File: config.mk
export PLATFORM = sky130hd
export DESIGN_NAME = sevenseg_scanner
export DESIGN_NICKNAME = d
export VERILOG_FILES = /design/src/rtl/sevenseg_pkg.sv /design/src/rtl/sevenseg_hex7seg.sv /design/src/rtl/sevenseg_scanner.sv
export SDC_FILE = /design/constraint.sdc
export NUM_CORES = 1
export LEC_CHECK = 0
export CORE_UTILIZATION = 45
export DETAILED_ROUTE_END_ITERATION = 10
export PLACE_DENSITY = 0.64
export SETUP_SLACK_MARGIN = 0.02
export SYNTH_ARGS = -nofsm -noshare
export SYNTH_HDL_FRONTEND = slang
export SYNTH_SLANG_ARGS = --single-unit
File: constraint.sdc
create_clock -name clk -period 3.7 [get_ports clk]
set_input_delay 1.11 -clock clk [delete_from_list [all_inputs] [get_ports clk]]
set_output_delay 1.11 -clock clk [all_outputs]
set_load 0.01 [all_outputs]
File: src/rtl/sevenseg_pkg.sv
// Shared constants for the seven-segment scanner.
// Holds the active-low hex segment encodings (bit0..6 = a..g, bit7 = dp),
// the all-off pattern and the anode ghosting-guard length in clk cycles.
package sevenseg_pkg;

    localparam int unsigned GUARD_LEN = 2;

    localparam logic [7:0] SEG_OFF = 8'hFF;

    // Active-low encodings with the decimal point off.
    localparam logic [7:0] SEG_0 = 8'hC0;
    localparam logic [7:0] SEG_1 = 8'hF9;
    localparam logic [7:0] SEG_2 = 8'hA4;
    localparam logic [7:0] SEG_3 = 8'hB0;
    localparam logic [7:0] SEG_4 = 8'h99;
    localparam logic [7:0] SEG_5 = 8'h92;
    localparam logic [7:0] SEG_6 = 8'h82;
    localparam logic [7:0] SEG_7 = 8'hF8;
    localparam logic [7:0] SEG_8 = 8'h80;
    localparam logic [7:0] SEG_9 = 8'h90;
    localparam logic [7:0] SEG_A = 8'h88;
    localparam logic [7:0] SEG_B = 8'h83;
    localparam logic [7:0] SEG_C = 8'hC6;
    localparam logic [7:0] SEG_D = 8'hA1;
    localparam logic [7:0] SEG_E = 8'h86;
    localparam logic [7:0] SEG_F = 8'h8E;

endpackage

File: src/rtl/sevenseg_hex7seg.sv
// Combinational hex-to-seven-segment decoder.
// Ports: nibble (4-bit hex digit), dp (1 = point lit),
//        seg_c (8-bit active-low segments, bit7 = dp).
module hex7seg
    import sevenseg_pkg::*;
(
    input  logic [3:0] nibble,
    input  logic       dp,
    output logic [7:0] seg_c
);

    always_comb begin
        seg_c = SEG_OFF;
        case (nibble)
            4'h0:    seg_c = SEG_0;
            4'h1:    seg_c = SEG_1;
            4'h2:    seg_c = SEG_2;
            4'h3:    seg_c = SEG_3;
            4'h4:    seg_c = SEG_4;
            4'h5:    seg_c = SEG_5;
            4'h6:    seg_c = SEG_6;
            4'h7:    seg_c = SEG_7;
            4'h8:    seg_c = SEG_8;
            4'h9:    seg_c = SEG_9;
            4'hA:    seg_c = SEG_A;
            4'hB:    seg_c = SEG_B;
            4'hC:    seg_c = SEG_C;
            4'hD:    seg_c = SEG_D;
            4'hE:    seg_c = SEG_E;
            default: seg_c = SEG_F;
        endcase
        seg_c[7] = ~dp;
    end

endmodule

File: src/rtl/sevenseg_scanner.sv
// Multiplexed seven-segment display scanner with PWM dimming,
// leading-zero blanking and per-digit blinking.
// Ports: clk, reset (sync, active-high); value/dots/load feed a shadow
// register copied to the display register each frame; blank_lz,
// brightness, blink_mask are sampled at every digit slot start;
// sevenseg/sevenseg_an are active-low segment/anode drives; frame pulses
// on the last cycle of the last digit's slot.
// All outputs are registered: each is computed from the next-state values
// so it lines up with the counters it describes.
module sevenseg_scanner
    import sevenseg_pkg::*;
#(
    parameter int unsigned NDIGITS      = 4,
    parameter int unsigned SCAN_DIV     = 12500,
    parameter int unsigned BLINK_FRAMES = 256
) (
    input  logic                   clk,
    input  logic                   reset,
    input  logic [4*NDIGITS-1:0]   value,
    input  logic [NDIGITS-1:0]     dots,
    input  logic                   load,
    input  logic                   blank_lz,
    input  logic [3:0]             brightness,
    input  logic [NDIGITS-1:0]     blink_mask,
    output logic [7:0]             sevenseg,
    output logic [NDIGITS-1:0]     sevenseg_an,
    output logic                   frame
);

    localparam int unsigned VAL_W = 4 * NDIGITS;
    localparam int unsigned DIV_W = $clog2(SCAN_DIV);
    localparam int unsigned IDX_W = (NDIGITS > 1) ? $clog2(NDIGITS) : 1;
    localparam int unsigned FRM_W = (BLINK_FRAMES > 1) ? $clog2(BLINK_FRAMES) : 1;

    localparam logic [DIV_W-1:0] DIV_LAST  = DIV_W'(SCAN_DIV - 1);
    localparam logic [DIV_W-1:0] DIV_GUARD = DIV_W'(GUARD_LEN);
    localparam logic [IDX_W-1:0] IDX_LAST  = IDX_W'(NDIGITS - 1);
    localparam logic [FRM_W-1:0] FRM_LAST  = FRM_W'(BLINK_FRAMES - 1);

    // State registers
    logic [DIV_W-1:0]   div_cnt,    div_nxt;
    logic [IDX_W-1:0]   idx,        idx_nxt;
    logic [3:0]         pwm_cnt,    pwm_nxt;
    logic [FRM_W-1:0]   frame_cnt,  frame_cnt_nxt;
    logic               blink_phase, blink_nxt;
    logic [VAL_W-1:0]   shadow_val, shadow_val_nxt;
    logic [NDIGITS-1:0] shadow_dots, shadow_dots_nxt;
    logic [VAL_W-1:0]   disp_val,   disp_val_nxt;
    logic [NDIGITS-1:0] disp_dots,  disp_dots_nxt;
    logic [3:0]         slot_bright, slot_bright_nxt;
    logic               slot_dark,  slot_dark_nxt;

    logic [7:0]         seg_nxt;
    logic [NDIGITS-1:0] an_nxt;
    logic               frame_nxt;

    logic               slot_end_c;
    logic               frame_c;

    // Digit selected for the upcoming slot
    logic [3:0]         sel_nib_c;
    logic               sel_dot_c;
    logic               sel_mask_c;
    logic               sel_lz_c;
    logic [7:0]         hex_seg_c;

    // Counters, shadow/display transfer and blink phase
    always_comb begin
        div_nxt         = div_cnt;
        idx_nxt         = idx;
        pwm_nxt         = pwm_cnt + 4'd1;
        frame_cnt_nxt   = frame_cnt;
        blink_nxt       = blink_phase;
        shadow_val_nxt  = shadow_val;
        shadow_dots_nxt = shadow_dots;
        disp_val_nxt    = disp_val;
        disp_dots_nxt   = disp_dots;

        slot_end_c = (div_cnt == DIV_LAST);
        frame_c    = slot_end_c && (idx == IDX_LAST);

        if (slot_end_c) begin
            div_nxt = '0;
            idx_nxt = (idx == IDX_LAST) ? '0 : idx + IDX_W'(1);
        end else begin
            div_nxt = div_cnt + DIV_W'(1);
        end

        if (load) begin
            shadow_val_nxt  = value;
            shadow_dots_nxt = dots;
        end

        // Display takes the pre-edge shadow, so a load on a frame cycle waits a frame.
        if (frame_c) begin
            disp_val_nxt  = shadow_val;
            disp_dots_nxt = shadow_dots;
            if (frame_cnt == FRM_LAST) begin
                frame_cnt_nxt = '0;
                blink_nxt     = ~blink_phase;
            end else begin
                frame_cnt_nxt = frame_cnt + FRM_W'(1);
            end
        end
    end

    // Select nibble/dot/mask for idx_nxt; sel_lz_c = no nonzero digit at or above it
    always_comb begin
        sel_nib_c  = 4'h0;
        sel_dot_c  = 1'b0;
        sel_mask_c = 1'b0;
        sel_lz_c   = 1'b1;
        for (int i = 0; i < NDIGITS; i++) begin
            if (idx_nxt == IDX_W'(i)) begin
                sel_nib_c  = disp_val_nxt[4*i +: 4];
                sel_dot_c  = disp_dots_nxt[i];
                sel_mask_c = blink_mask[i];
            end
            if ((IDX_W'(i) >= idx_nxt) && (disp_val_nxt[4*i +: 4] != 4'h0)) begin
                sel_lz_c = 1'b0;
            end
        end
    end

    hex7seg u_hex7seg (
        .nibble (sel_nib_c),
        .dp     (sel_dot_c),
        .seg_c  (hex_seg_c)
    );

    // Slot-start sampling of segments/brightness/blink, then per-cycle anode gating
    always_comb begin
        slot_bright_nxt = slot_bright;
        slot_dark_nxt   = slot_dark;
        seg_nxt         = sevenseg;
        an_nxt          = '1;

        if (slot_end_c) begin
            slot_bright_nxt = brightness;
            slot_dark_nxt   = blink_nxt && sel_mask_c;
            if (blink_nxt && sel_mask_c) begin
                seg_nxt = SEG_OFF;
            end else if (blank_lz && sel_lz_c && (idx_nxt != '0)) begin
                seg_nxt = {~sel_dot_c, 7'h7F};
            end else begin
                seg_nxt = hex_seg_c;
            end
        end

        if ((div_nxt >= DIV_GUARD) && !slot_dark_nxt &&
            ((slot_bright_nxt == 4'hF) || (pwm_nxt < slot_bright_nxt))) begin
            for (int i = 0; i < NDIGITS; i++) begin
                if (idx_nxt == IDX_W'(i)) begin
                    an_nxt[i] = 1'b0;
                end
            end
        end

        frame_nxt = (div_nxt == DIV_LAST) && (idx_nxt == IDX_LAST);
    end

    always_ff @(posedge clk) begin
        if (reset) begin
            div_cnt     <= '0;
            idx         <= '0;
            pwm_cnt     <= '0;
            frame_cnt   <= '0;
            blink_phase <= 1'b0;
            shadow_val  <= '0;
            shadow_dots <= '0;
            disp_val    <= '0;
            disp_dots   <= '0;
            slot_bright <= '0;
            slot_dark   <= 1'b0;
            sevenseg    <= SEG_OFF;
            sevenseg_an <= '1;
            frame       <= 1'b0;
        end else begin
            div_cnt     <= div_nxt;
            idx         <= idx_nxt;
            pwm_cnt     <= pwm_nxt;
            frame_cnt   <= frame_cnt_nxt;
            blink_phase <= blink_nxt;
            shadow_val  <= shadow_val_nxt;
            shadow_dots <= shadow_dots_nxt;
            disp_val    <= disp_val_nxt;
            disp_dots   <= disp_dots_nxt;
            slot_bright <= slot_bright_nxt;
            slot_dark   <= slot_dark_nxt;
            sevenseg    <= seg_nxt;
            sevenseg_an <= an_nxt;
            frame       <= frame_nxt;
        end
    end

endmodule

==> key figures, run 1 <==
Status
  – Status: finished clean

Detailed routing
  – 1st-pass router iterations: 4
  – DR vias: 3692
  – Initial DRC count: 146
  – Routed WL: 9.99 mm
  – Post-route ant nets: 0
  – Routed WL per cell: 14.7 um
  – Vias/cell: 5.45
  – DRC errors left: 0

Critical path
  – Kind of critical path: flop to flop
  – CP max stage delay: 0.74 ns
  – Max FO, Critical Path: 15
  – Reg2Reg Depth: 9
  – CP Capture Type: flop
  – Req. time, crit path: 3.99 ns
  – Slowest CP cell: ha_1
  – Worst path cell trace: buf_4, ha_1, mux2_2, a22o_1, mux2i_1, a2bb2oi_1, o21ai_0, a22oi_1, o2bb2ai_1
  – Crit path depth: 9
  – CP arrival: 3.41 ns
  – FF-to-FF setup slack: 0.58 ns
  – CP top delay family: compound AO/OA/AOI/OAI gates
  – CP bufs+invs: 1
  – Critical Path Start Type: flop

Synthesis
  – Synth area leader: dfxtp_1
  – Compound-Gate Fraction of Synth Area: 0.129
  – Syn_nets: 554
  – Post-Synth XOR/XNOR Area: 0.0435
  – Seq/Total Area, Yosys: 0.393
  – Synth async-reset ratio: 0
  – Main combinational cell family by area after synthesis: simple AND/OR/NAND/NOR gates
  – Cell Area, Synth: 0.00443 mm^2
  – Synth Area in Simple Gates: 0.221
  – Ys Warns: 0
  – Dominant synthesized flop cell: dfxtp_1
  – EDFF count, synth: 0
  – FF+latch count, synth: 87
  – Mux contribution to synthesized area: 0.141
  – Synth area leaders: dfxtp_1, mux2i_1, nor2_1
  – Synth Area in Adders: 0.0423
  – Mean Syn Cell Area: 8.75 um^2
  – Number of distinct library cells after synthesis: 62
  – Top cell type's share of synthesized area: 0.393
  – Synth Instances: 507

Power
  – Sequential share of power: 0.548
  – Net Sw Frac: 0.244
  – P_int: 1340 uW
  – Sw Pwr: 432 uW
  – Logic pwr share: 0.072
  – Clock power share: 0.379
  – VDD IR-drop max: 0.000241 V
  – Lkg Pwr: 0.00200 uW
  – Pwr Density: 342 mW/mm^2

CTS
  – CTS Root Cell: clkbuf_8
  – Reg clk slew, reported paths: 0.09 ns
  – CTS Buffer Depth: 2
  – TritonCTS clock tree: built
  – Hold_buf cts: 0
  – Post-CTS Resized: 0
  – # Post-CTS Setup Buffers: 0
  – Skew-Pair Late Insertion Delay: 0.36 ns
  – CTS H-tree lvls: 3
  – Clk sinks: 87
  – CTS Buf Count: 9

STA
  – Relative max-transition margin: 0.529
  – Final hold violations: 0
  – Setup TNS: 0 ns
  – Max Fclk: 0.320 GHz
  – Setup Viol. Count Final: 0
  – Final worst clock skew: 0.00888 ns
  – Fin crit share: 0.844
  – RSZ-0062 raised after global routing: no
  – Crit path time final: 3.12 ns
  – Pins over their slew limit: 0
  – Worst-Margin Slew: 0.704 ns

Global routing
  – Overall routing resource usage: 0.210
  – Vias in the first global route: 3425
  – GRT overflow: 0
  – Initial antenna violation count: 0
  – Largest net degree at the start of global routing: 38
  – First-pass GRT wire length: 17.0 mm

Cells and area
  – Finished Cell Area: 0.00518 mm^2
  – Final Non-Filler Cells: 678
  – Layout area overhead: 16.9%
  – Fraction of layout cells with a size suffix above 1: 0.0965
  – Fillers: 884
  – Fin nets: 591
  – Ant diodes: 0

Floorplan
  – Die Area: 0.0103 mm^2
  – Die Wd: 101 um
  – # rows: 35
  – Chip height: 101 um
  – Core area: 0.00937 mm^2
  – Initial Util: 0.473
  – # IOs: 45

Placement
  – Placed cell area: 0.00499 mm^2
  – Gpl congestion: 1.00
  – Post-DP HPWL: 7.15 mm
  – I/O Buffers: 44
  – Dpl cells: 662

Job
  – Max-Cap Viols: 0

Hold path
  – Worst Hold Depth: 2
  – HP Class: flop to flop
kinds of logic (layout without fill, tap and decap cells):
kind of cell	Yosys count	in the layout
AND/OR/NAND/NOR	209	209
AO/OA/AOI/OAI	84	84
multiplexers	54	54
XOR/XNOR	22	22
buffers and inverters	36	78
adder cells (fa/ha/maj)	15	15
flip-flops	87	87
metal layers:
| metal | global-route usage | share of wire |
|---|---|---|
| met1 | 0.293 | 0.50 |
| met2 | 0.331 | 0.44 |
| met5 | 0 | 0 |
| met4 | 0.0624 | 0.0070 |
| met3 | 0.0393 | 0.054 |
flip-flops by register name, summed over array words and instances (netlist names), 4 cells and up:
name / flops
shadow_val: 16
sevenseg_an: 4
disp_dots: 4
pwm_cnt: 4
div_cnt: 14
shadow_dots: 4
sevenseg: 8
slot_bright: 4
frame_cnt: 8
disp_val: 16
worst register-to-register path, stage by stage, from the launching register on:
cell and delay, ns:
dfxtp_1 0.31, buf_4 0.18, ha_1 0.74, mux2_2 0.43, a22o_1 0.23, mux2i_1 0.29, a2bb2oi_1 0.38, o21ai_0 0.17
a22oi_1 0.19, o2bb2ai_1 0.13
Yosys cell counts, types with 3 or more instances:
master    instances
dfxtp_1          87
nor2_1           75
nand2_1          67
mux2i_1          41
a21oi_1          36
clkbuf_1         19
ha_1             15
nand3_1          11
xnor2_1          11
xor2_1           11
inv_1            10
nand4_1           9
and2_1            7
mux2_2            7
mux4_2            6
nor4_1            6
nor2b_1           5
nor3_1            5
o21ai_0           5
o22ai_1           5
buf_1             4
nand2b_1          4
a22oi_1           3
and3_1            3
buf_2             3
nand4b_1          3
o221ai_1          3
cell type report:
cell class	instances	area (um^2)	area share
timing repair buffer	52	495	0.0956
clock inverter	6	67.6	0.0130
multi-input combinational	384	2550	0.493
tap	129	161	0.0311
sequential	87	1740	0.336
inverter	10	37.5	0.00724
clock buffer	10	128	0.0246
path summary, 6_finish.rpt:
kind	startpoint	endpoint
max	idx[1]	sevenseg[0]
max reg2reg	idx[1]	sevenseg[0]
min reg2reg	shadow_val[4]	disp_val[4]
min	shadow_val[4]	disp_val[4]
placed cells by master (no fill, tap or decap), types with 6 or more instances in the layout:
master | netlist | routed
mux2_2 | 7 | 7
inv_1 | 10 | 10
clkdlybuf4s50_1 | 0 | 43
xor2_1 | 11 | 11
clkbuf_8 | 0 | 9
nand3_1 | 11 | 11
a21oi_1 | 36 | 36
nand2_1 | 67 | 67
nor2_1 | 75 | 75
nand4_1 | 9 | 9
and2_1 | 7 | 7
nor4_1 | 6 | 6
buf_4 | 0 | 8
mux4_2 | 6 | 6
xnor2_1 | 11 | 11
mux2i_1 | 41 | 41
dfxtp_1 | 87 | 87
ha_1 | 15 | 15
metrics by stage:
stage	setup WS, ns	hold slack, ns	power (uW)	utilization
finish	0.579	0.460	1770	0.553
global route	0.201	0.478	1840	0.553
CTS	0.589	0.460	1790	0.553
detailed placement	0.660	0.447	1120	0.532
global placement	0.654	0.442	1120	0.532
floorplan	0.948	0.430	1060	-
power groups by stage:
stage	Combinational (uW)	Clock, uW	Sequential [uW]
floorplan	74.0	0	989
global placement	126	0	993
detailed placement	129	0	994
CTS	129	690	972
global route	142	725	975
finish	128	672	972
Power figures use the tool's default switching activity.
==> inputs of run 2 (changes only) <==
--- a/config.mk
+++ b/config.mk
@@ -7,7 +7,7 @@
 export LEC_CHECK = 0
 export CORE_UTILIZATION = 45
 export DETAILED_ROUTE_END_ITERATION = 10
-export PLACE_DENSITY = 0.64
+export PLACE_DENSITY = 0.66
 export SETUP_SLACK_MARGIN = 0.02
 export SYNTH_ARGS = -nofsm -noshare
 export SYNTH_HDL_FRONTEND = slang
==> constraint.sdc (replaced) <==
create_clock -name clk -period 2.8 [get_ports clk]
set_input_delay 0.84 -clock clk [delete_from_list [all_inputs] [get_ports clk]]
set_output_delay 0.84 -clock clk [all_outputs]
set_load 0.01 [all_outputs]
==> run 2 against run 1 <==
Against the previous run: total power is 35% higher; clock power is 38% higher; sequential power is 33% higher; highest routed layer unchanged.
==> key figures, run 2 (synthesized netlist as in run 1, its figures left out) <==
Power
  – Logic pwr share: 0.075
  – P_int: 1830 uW
  – Clock power share: 0.387
  – Sw Pwr: 558 uW
  – VDD IR-drop max: 0.000340 V
  – Pwr Density: 442 mW/mm^2
  – Sequential share of power: 0.538
  – Lkg Pwr: 0.00213 uW
  – Net Sw Frac: 0.233

Global routing
  – Met1 GRT Util: 0.264
  – Busiest layer in global routing: met2
  – Overall routing resource usage: 0.207
  – GRT overflow: 0
  – M2 GR Usage: 0.358
  – First-pass GRT wire length: 16.7 mm
  – Largest net degree at the start of global routing: 52
  – Vias in the first global route: 3549
  – Met3 Use GR: 0.0366
  – Initial antenna violation count: 0

Cells and area
  – Largest regs: disp_val: 16 flops, shadow_val: 16 flops, div_cnt: 14 flops
  – Multi-input logic area: 0.00259 mm^2
  – Fraction of layout cells with a size suffix above 1: 0.144
  – Ant diodes: 0
  – Register area: 0.00174 mm^2
  – Finished Cell Area: 0.00541 mm^2
  – Final core utilization: 0.577
  – Fillers: 878
  – Final Non-Filler Cells: 698
  – Commonest non-fill, non-tap cells in the layout: dfxtp_1, nor2_1, nand2_1
  – Layout area overhead: 21.9%
  – Fin nets: 611
  – Commonest non-fill, non-tap cell in the layout: dfxtp_1

Job
  – Max-Cap Viols: 0

CTS
  – CTS Buf Count: 9
  – CTS Buffer Depth: 2
  – CTS H-tree lvls: 3
  – Skew-Pair Late Insertion Delay: 0.36 ns
  – Clk sinks: 87
  – CTS Root Cell: clkbuf_8
  – TritonCTS clock tree: built
  – Reg clk slew, reported paths: 0.09 ns
  – Hold_buf cts: 0

Detailed routing
  – Vias/cell: 5.38
  – Routed WL: 10.1 mm
  – DRC errors left: 0
  – DR vias: 3754
  – Initial DRC count: 160
  – Routed WL per cell: 14.5 um
  – Post-route ant nets: 0
  – 1st-pass router iterations: 4

STA
  – Setup TNS: 0 ns
  – Pins over their slew limit: 0
  – Relative max-transition margin: 0.665
  – Final hold violations: 0
  – Setup Viol. Count Final: 0
  – Crit path time final: 2.63 ns
  – Max Fclk: 0.380 GHz
  – Final worst clock skew: 0.00963 ns
  – Worst-Margin Slew: 0.502 ns
  – Fin crit share: 0.939
  – Final Worst Setup Slack: 0.172 ns
  – RSZ-0062 raised after global routing: no

Critical path
  – CP bufs+invs: 3
  – FF-to-FF setup slack: 0.17 ns
  – CP Capture Type: flop
  – Crit Reg-Reg Startpoint: idx[1]
  – CP arrival: 2.86 ns
  – R2R Path End: sevenseg[3]
  – Kind of critical path: flop to flop
  – Max FO, Critical Path: 7
  – Critical Path Start Type: flop
  – CP top delay family: adder cells
  – Req. time, crit path: 3.04 ns
  – CP max stage delay: 0.42 ns
  – Worst path cell trace: ha_2, buf_4, mux2i_1, and2_1, o31a_1, inv_1, ha_1, inv_1, mux2i_1, a221oi_1, a21oi_1
  – Reg2Reg Depth: 11
  – Slowest CP cell: ha_2

Floorplan
  – Core area: 0.00937 mm^2
  – # IOs: 45
  – Die Area: 0.0103 mm^2
  – # rows: 35
  – Initial Util: 0.473
  – Die Wd: 101 um
  – Chip height: 101 um

Placement
  – Dpl ws: -0.0320 ns
  – Placed cell area: 0.00514 mm^2
  – I/O Buffers: 44
  – Post-DP HPWL: 7.57 mm
  – Gpl congestion: 0.928
  – Dpl cells: 680

Hold path
  – WHS Endpoint: div_cnt[0]
  – HP Class: flop to flop
  – HP Start: div_cnt[0]
  – Worst Hold Depth: 1

Status
  – Status: finished clean
[run 2: layout make-up]
class | instances | area share
Inverter | 10 | 0.00694
Clock inverter | 5 | 0.0118
Clock buffer | 11 | 0.0280
Multi-Input combinational cell | 384 | 0.479
Sequential cell | 87 | 0.322
Timing Repair Buffer | 72 | 0.122
Tap cell | 129 | 0.0299
[run 2: worst register-to-register path: cells and delay by family, from the launching register on]
kind / cells / cell delay [ns]
AND/OR/NAND/NOR: 1 / 0.16
buffers and inverters: 3 / 0.41
AO/OA/AOI/OAI: 3 / 0.65
multiplexers: 2 / 0.30
flip-flops: 1 / 0.32
adder cells (fa/ha/maj): 2 / 0.67
[run 2: worst max-delay path by stage]
stage / start / end / slack (ns) / cells after the start
CTS: div_cnt[9] / sevenseg[3] / 0.05 / 11
detailed placement: div_cnt[9] / sevenseg_an[0] / -0.03 / 8
global placement: div_cnt[9] / sevenseg_an[3] / -0.03 / 8
floorplan: idx[0] / sevenseg[3] / 0.05 / 12
global route: div_cnt[1] / sevenseg_an[0] / 0.05 / 12
finish: idx[1] / sevenseg[3] / 0.17 / 11
[run 2: layer usage]
| layer | wire (um) | vias up |
|---|---|---|
| met5 | 0 | - |
| met4 | 131 | 0 |
| met3 | 447 | 13 |
| met2 | 4890 | 75 |
| met1 | 4630 | 1778 |
| li1 | - | 1888 |
[run 2: metrics by stage]
stage | power (uW) | hold WS (ns)
finish | 2390 | 0.452
global route | 2490 | 0.476
CTS | 2410 | 0.462
detailed placement | 1490 | 0.449
global placement | 1480 | 0.445
floorplan | 1400 | 0.430
[run 2: power groups by stage]
stage | clock, uW | combinational, uW | sequential (uW)
2_1_floorplan | 0 | 97.8 | 1310
3_3_place_gp | 0 | 170 | 1310
3_5_place_dp | 0 | 172 | 1310
4_1_cts | 951 | 179 | 1280
5_1_grt | 999 | 200 | 1290
6_report | 925 | 179 | 1290
[run 2: what timing repair did]
item | 4_1_cts | 5_1_grt
pin swaps | 1 | 2
resized for setup | 1 | 9
buffers inserted | 1 | 1
setup endpoints to repair | 4 | 13
